--- config.mk ---
export PLATFORM = sky130hd
export DESIGN_NAME = sop_sweep_ctrl
export DESIGN_NICKNAME = d
export VERILOG_FILES = /design/src/rtl/sop_sweep_ctrl.sv
export SDC_FILE = /design/constraint.sdc
export NUM_CORES = 1
export LEC_CHECK = 0
export ABC_AREA = 0
export CORE_ASPECT_RATIO = 1.25
export CORE_MARGIN = 4
export CORE_UTILIZATION = 40
export CTS_CLUSTER_SIZE = 25
export DETAILED_ROUTE_END_ITERATION = 10
export PLACE_DENSITY = 0.75
export REMOVE_ABC_BUFFERS = 1
export SYNTH_ARGS = -nofsm -noshare
export SYNTH_HDL_FRONTEND = slang
export SYNTH_SLANG_ARGS = --single-unit
export TNS_END_PERCENT = 100
--- constraint.sdc ---
create_clock -name clk -period 3.15 [get_ports clk]
set_input_delay 0.63 -clock clk [delete_from_list [all_inputs] [get_ports clk]]
set_output_delay 0.63 -clock clk [all_outputs]
set_load 0.01 [all_outputs]
--- src/rtl/sop_sweep_ctrl.sv ---
`default_nettype none
// ============================================================================
// Module      : sop_sweep_ctrl
// Description : Steps a 3-input SOP block through minterms 0..7, samples its
//               output after a settle delay and grades the truth table.
// Revision    : 1.0 - initial release
// ============================================================================
module sop_sweep_ctrl #(
    parameter logic [7:0] EXPECTED = 8'h75,
    parameter int         SETTLE   = 1
) (
    input  logic       clk,
    input  logic       rst_n,
    input  logic       start,
    output logic [2:0] sop_in,
    input  logic       sop_out,
    output logic       busy,
    output logic       done,
    output logic [7:0] result,
    output logic       pass,
    output logic [3:0] mismatch_count
);

    localparam logic [3:0] c_settle = 4'(SETTLE);

    typedef enum logic [1:0] {
        ST_IDLE  = 2'd0,
        ST_DRIVE = 2'd1,
        ST_DONE  = 2'd2
    } state_t;

    state_t     r_state;
    logic [2:0] r_idx;
    logic [3:0] r_cnt;
    logic [2:0] r_sop_in;
    logic       r_busy;
    logic       r_done;
    logic [7:0] r_result;
    logic       r_pass;
    logic [3:0] r_mismatch;

    logic [7:0] w_table;
    logic [7:0] w_diff;
    logic [3:0] w_mismatch;

    // Grade the table as it will look once the current sample lands.
    always_comb begin
        w_table        = r_result;
        w_table[r_idx] = sop_out;
        w_diff         = w_table ^ EXPECTED;
        w_mismatch     = 4'd0;
        for (int i = 0; i < 8; i++) begin
            w_mismatch = w_mismatch + {3'b000, w_diff[i]};
        end
    end

    always_ff @(posedge clk or negedge rst_n) begin
        if (!rst_n) begin
            r_state    <= ST_IDLE;
            r_idx      <= 3'd0;
            r_cnt      <= 4'd0;
            r_sop_in   <= 3'd0;
            r_busy     <= 1'b0;
            r_done     <= 1'b0;
            r_result   <= 8'h00;
            r_pass     <= 1'b0;
            r_mismatch <= 4'd0;
        end else begin
            case (r_state)
                ST_IDLE: begin
                    r_sop_in <= 3'd0;
                    r_busy   <= 1'b0;
                    r_done   <= 1'b0;
                    if (start) begin
                        r_state    <= ST_DRIVE;
                        r_idx      <= 3'd0;
                        r_cnt      <= 4'd0;
                        r_busy     <= 1'b1;
                        r_result   <= 8'h00;
                        r_pass     <= 1'b0;
                        r_mismatch <= 4'd0;
                    end
                end
                ST_DRIVE: begin
                    if (r_cnt != c_settle) begin
                        r_cnt <= r_cnt + 4'd1;
                    end else begin
                        r_result[r_idx] <= sop_out;
                        r_cnt           <= 4'd0;
                        if (r_idx == 3'd7) begin
                            r_state    <= ST_DONE;
                            r_busy     <= 1'b0;
                            r_done     <= 1'b1;
                            r_sop_in   <= 3'd0;
                            r_pass     <= (w_table == EXPECTED);
                            r_mismatch <= w_mismatch;
                        end else begin
                            r_idx    <= r_idx + 3'd1;
                            r_sop_in <= r_idx + 3'd1;
                        end
                    end
                end
                ST_DONE: begin
                    r_state  <= ST_IDLE;
                    r_done   <= 1'b0;
                    r_busy   <= 1'b0;
                    r_sop_in <= 3'd0;
                end
                default: begin
                    r_state  <= ST_IDLE;
                    r_idx    <= 3'd0;
                    r_cnt    <= 4'd0;
                    r_sop_in <= 3'd0;
                    r_busy   <= 1'b0;
                    r_done   <= 1'b0;
                end
            endcase
        end
    end

    assign sop_in         = r_sop_in;
    assign busy           = r_busy;
    assign done           = r_done;
    assign result         = r_result;
    assign pass           = r_pass;
    assign mismatch_count = r_mismatch;

endmodule
`default_nettype wire

-- Yosys cells after proc, flatten, opt, wreduce, memory -nomap -nowiden
Index checks and enable logic that the tools add are counted.
- equal/unequal tests: 9
- bitwise gates (word level): 2
- magnitude comparators: 2
- multiplexer cells: 34
- reductions and logical operators: 9
- add/sub/neg operators: 9
- operators by type and width (operator ; number):
    two-way mux 3 bit ; 6
    adder 4 x 1 -> 4 bit ; 4
    two-way mux 4 bit ; 4
    two-way mux 8 bit ; 2
    case mux 8 bit (2 select lines) ; 1
    case mux 4 bit (3 select lines) ; 1
    two-way mux 1 bit ; 10
    case mux 3 bit (3 select lines) ; 1
    bitwise mux 8 bit ; 1
    == test 8 x 7 -> 1 bit, second input constant ; 1
    inequality test 2 bit, second input constant ; 4
    case mux 4 bit (2 select lines) ; 1
    AND reduction 4 bit ; 2
    two-way mux 2 bit ; 3
    AND reduction 3 bit ; 2
    inverter 5 bit ; 1
    adder 3 x 1 -> 4 bit ; 1
    adder 4 x 1 -> 4 bit, second input constant ; 1
    less-than comparator 3 x 4 -> 1 bit, second input constant ; 1
    inequality test 4 x 1 -> 1 bit, second input constant ; 1
    case mux 1 bit (2 select lines) ; 2
    case mux 2 bit (2 select lines) ; 1
    AND reduction 2 bit ; 2
    adder 2 x 1 -> 3 bit ; 1
    11 further kinds ; 11
- input bits: 4
- word-level logic and storage cells: 74
- output and inout bits: 18
- register bits after elaboration: 27

-- Depth between registers and ports, before layout
- word-level depth: 16
- mapped depth: 13
- depth with buffers taken out: 12

-- Worst setup path before layout
No wires, ideal clock.
- path kind: register -> register
- from: reg r_idx[1]
- to: reg r_mismatch[2], in the netlist mismatch_count[2]
- path buffers: 1
- clock period less this slack: 3497 ps
- library setup time: 95 ps
- slack: -347 ps
- data arrival time: 3402 ps
- stages on the path, launching flop included: 14
- data required time: 3055 ps
- cells stage by stage: dfrtp_1 -> buf_2 -> nor3b_1 -> mux2_2 -> inv_1 -> fa_1 -> fa_1 -> fa_1 -> inv_1 -> ha_1 -> inv_1 -> fa_1 -> xor2_1 -> o31ai_1
- word-level cells in the longest chain between the ends: 16
- elaborated cells on any way between the ends: 20
- those cells by class: add/sub: 7; order compare: 2; eq/ne: 2; mux: 6; bitwise: 1; reduce/logical: 2
- ends and longest elaborated chain (element ; line ; source):
    from (decl) ; 33 ; logic [2:0] r_idx;
    from (signal assigned) ; 98 ; r_idx <= r_idx + 3'd1;
    less-than comparator 3 x 4 -> 1 bit (not written as such) / >= comparator 3 x 1 -> 1 bit (equally long branches) ; 49 ; w_table[r_idx] = sop_out;
    logical AND 1 bit (not written as such) ; 49 ;
    two-way mux 1 bit (not written as such) ; 49 ;
    demux 1 bit (select 3 bit) ; 49 ;
    bitwise mux 8 bit ; 49 ;
    inverter 5 bit (no source line) ; n/a ;
    adder 1 x 1 -> 2 bit ; 53 ; w_mismatch = w_mismatch + {3'b000, w_diff[i]};
    adder 2 x 1 -> 3 bit ; 53 ;
    adder 3 x 1 -> 4 bit ; 53 ;
    adder 4 x 1 -> 4 bit (4 in series) ; 53 ;
    two-way mux 4 bit ; 90 ; if (r_idx == 3'd7) begin
    two-way mux 4 bit ; 85 ; if (r_cnt != c_settle) begin
    case mux 4 bit (2 select lines) ; 69 ; case (r_state)
    to (signal assigned) ; 96 ; r_mismatch <= w_mismatch;
    to (decl) ; 40 ; logic [3:0] r_mismatch;
Parallel ways exist; a longest one is shown, timed or not. The select of a mux whose other input is x is not followed.
A chain may end at the register's enable or synchronous reset.

-- Final worst setup path
- from: reg r_idx[2]
- to: reg r_mismatch[2], in the netlist mismatch_count[2]
The elaborated chain is that of the path after synthesis.

==> metrics.md <==
| Metric | Value |
|---|---|
| Most common cell in the netlist | dfrtp_1 |
| Detailed placer's ending HPWL | 2.58 mm |
| #FFs+latches synth | 27 |
| WP data arrival | 3.67 ns |
| Comb power frac | 62.4% |
| PnR worst setup slack | -0.336 ns |
| Fin crit period | 3.49 ns |
| Post-Synth XOR/XNOR Area | 1.15% |
| Starting density of the core | 42.6% |
| Clock skew | 0.00861 ns |
| Worst path bufs/invs | 3 |
| Pwr Density | 1060 nW/um2 |
| First-pass GRT wire length | 5.95 mm |
| Synth area leader | dfrtp_1 |
| Yosys warning total | 0 |
| GR Overflow Total | 0 |
| Die Y | 77.0 um |
| GP Congestion | 0.874 |
| CTS sink cnt | 27 |
| Min-delay worst type | reg -> reg |
| Placed Area | 1850 um2 |
| CP Launch Type | flip-flop |
| Remaining DRCs | 0 |
| Distinct cell type count after synthesis | 34 |
| Slew headroom | 72.7% |
| Clock latency on the worst-skew pair | 0.28 ns |
| Drt pass-1 iters | 4 |
| Switching power | 851 uW |
| Vias in the first global route | 1309 |
| Most frequent cells after synthesis | 27 x dfrtp_1, 18 x nand2_1, 14 x inv_1 |
| Die X | 63.2 um |
| DRT antenna net count | 0 |
| Fmax | 0.287 GHz |
| Cell internal pwr | 1.23 mW |
| Final wirelength | 3.49 mm |
| RSZ-0062 raised after global routing | true |
| # H-tree levels | 1 |
| Post-Synth Simple-Gate Area | 16.7% |
| GRT Overall Usage | 15.1% |
| Layout cells sized above 1 | 24.9% |
| Crit Path Category | reg -> reg |
| Area growth, synth to finish | 29.7% |
| Clock Power Share | 9.8% |
| CTS clk-pin slew, worst paths | 0.10 ns |
| Slew Limit Fails | 0 |
| Final Hold Vio Count | 0 |
| # diodes | 0 |
| Top_reg_cell synth | dfrtp_1 |
| # nets final | 201 |
| Largest family of logic cells by synthesized area | simple AND/OR/NAND/NOR gates |
| Status | finished with violations |
| Leakage power | 0.932 nW |
| Sequential area share after synthesis | 44.4% |
| Initial antenna violation count | 0 |
| Hold_buf cts | 0 |
| Max-capacitance violation count | 0 |
| Worst-margin pin slew | 0.410 ns |
| Mux contribution to synthesized area | 7.15% |
| Die area | 4860 um2 |
| Drt wl/cell | 15.6 um |
| Post-synthesis adder-cell area fraction | 11.0% |
| CTS tree | yes |
| Worst-path maximum fanout | 4 |
| Ranking of synthesized cells by area | dfrtp_1 44%, ha_1 5.8%, fa_1 5.3% |
| CP peak stage delay | 0.53 ns |
| Final setup violation count | 3 |
| Sw frac | 40.8% |
| Largest net degree at the start of global routing | 28 |
| Top-area cell type share of the netlist area | 44.4% |
| Total number of vias | 1222 |
| Critical path's most frequent cell | inv_2 |
| Compound-cell area share of the yosys netlist | 14.0% |
| TNS Setup | -0.791 ns |
| Max Root-Sink Buffers | 2 |
| Fill cells | 302 |
| Synth async-reset ratio | 100% |
| # port buffers | 21 |
| Critical path capture point type | flip-flop |
| Failing checks | negative setup slack |
| Mapped Avg Cell Area | 10.1 um2 |
| Io pins | 22 |
| Synthesized instance count | 150 |
| Crit-path cells | nor3b_2, mux2_4, inv_2, fa_1, fa_1, fa_2, inv_2, ha_4, inv_2, fa_2, xor2_1, o31ai_1 |
| Synthesized cell area | 1520 um2 |
| Period utilization | 111% |
| Crit-path slowest cell | fa_1 |
| CP top delay family | adder cells |
| Worst IR Drop VDD | 0.000726 V |
| Multi-input gate area | 805 um2 |
| CTS Root Cell | clkbuf_8 |
| EDFF count, synth | 0 |
| Iter 0 DRT Violations | 38 |
| Worst Path Required | 3.34 ns |
| Vias per inst | 5.46 |
| CORE AREA | 3570 um2 |
| CTS Buf Count | 3 |
| Register area | 676 um2 |
| Rows | 24 |
| Seq pwr share | 27.7% |
| Design Area, Final | 1970 um2 |
-- cell families after synthesis --
kind of cell / after synthesis
and+or+nand+nor: 48
adders and majority gates: 11
muxes: 10
buffers and inverters: 21
xor gates and xnor gates: 2
DFF: 27
AOI/OAI and AO/OA: 31
-- power by group through the flow --
stage,Combinational (mW),Clock [mW],Sequential (mW)
floorplan,0.654,0,0.620
global placement,1.09,0,0.572
finish,1.30,0.205,0.578
global route,1.46,0.221,0.595
detailed placement,1.14,0,0.579
CTS,1.29,0.205,0.576
-- flip-flops by register name, indices dropped and copies added (netlist names) --
register,cells
pass,1
sop_in,3
result,8
busy,1
r_idx,3
mismatch_count,4
done,1
r_cnt,4
r_state,2
-- metrics by stage --
step	total power, mW	std cells	util (%)	worst slack, ns	hold WS [ns]
global route	2.27	224	55.2	-0.452	0.542
finish	2.08	224	55.2	-0.336	0.505
detailed placement	1.72	216	51.6	-0.792	0.477
CTS	2.07	223	54.8	-0.368	0.503
floorplan	1.27	143	-	-0.317	0.334
global placement	1.66	216	51.6	-0.730	0.469
-- layout make-up --
type	count	area share [%]
clock buffer	3	2.09
clock inverter	1	0.380
inverter	14	2.79
multi-input combinational	102	40.8
sequential	27	34.2
tap	39	2.47
timing repair buffer	38	17.2
-- worst register-to-register path, delay by kind of cell (launching register included) --
kind	cells	cell delay, ns
fa+ha+maj	5	1.87
flops	1	0.43
mux	1	0.34
compound gates	1	0.23
simple gates	1	0.22
buf+inv	3	0.18
xor+xnor	1	0.15
-- worst paths after layout --
path                                      start                             to  slack, ns  cells past startpoint
max                        r_idx[2]$_DFFE_PN0P_  mismatch_count[2]$_DFFE_PN0P_      -0.34                     12
max in group asynchronous                 rst_n          result[3]$_DFFE_PN0P_       2.16                      2
min reg2reg                    pass$_DFFE_PN0P_               pass$_DFFE_PN0P_       0.51                      2
min in group asynchronous                 rst_n  mismatch_count[2]$_DFFE_PN0P_       0.72                      2
max reg2reg                r_idx[2]$_DFFE_PN0P_  mismatch_count[2]$_DFFE_PN0P_      -0.34                     12
min                            pass$_DFFE_PN0P_               pass$_DFFE_PN0P_       0.51                      2
-- cells in the final DEF, fill, tap and decap left out, types with 5 or more instances in the layout --
master / n
a21oi_1: 7
buf_4: 16
clkdlybuf4s50_1: 20
dfrtp_1: 27
ha_1: 6
inv_1: 10
nand2_1: 18
nand3_1: 5
nor2_1: 8
o21ai_0: 10
-- repair_timing --
action | CTS | global route
gates resized for setup | 15 | 2
pin swaps | 7 | 4
setup buffers | 3 | 1
endpoints found under the setup margin | 4 | 4
cloned | 0 | 0
-- per-layer routing --
layer / track usage (%) / routed length (um) / vias to the layer above
met5: 0 / 0 / -
met4: 3.53 / 21 / 0
met3: 2.05 / 69 / 2
met2: 28.8 / 1940 / 16
met1: 17.5 / 1460 / 618
li1: - / - / 586
Note: power is estimated with default switching activity, not from simulation.
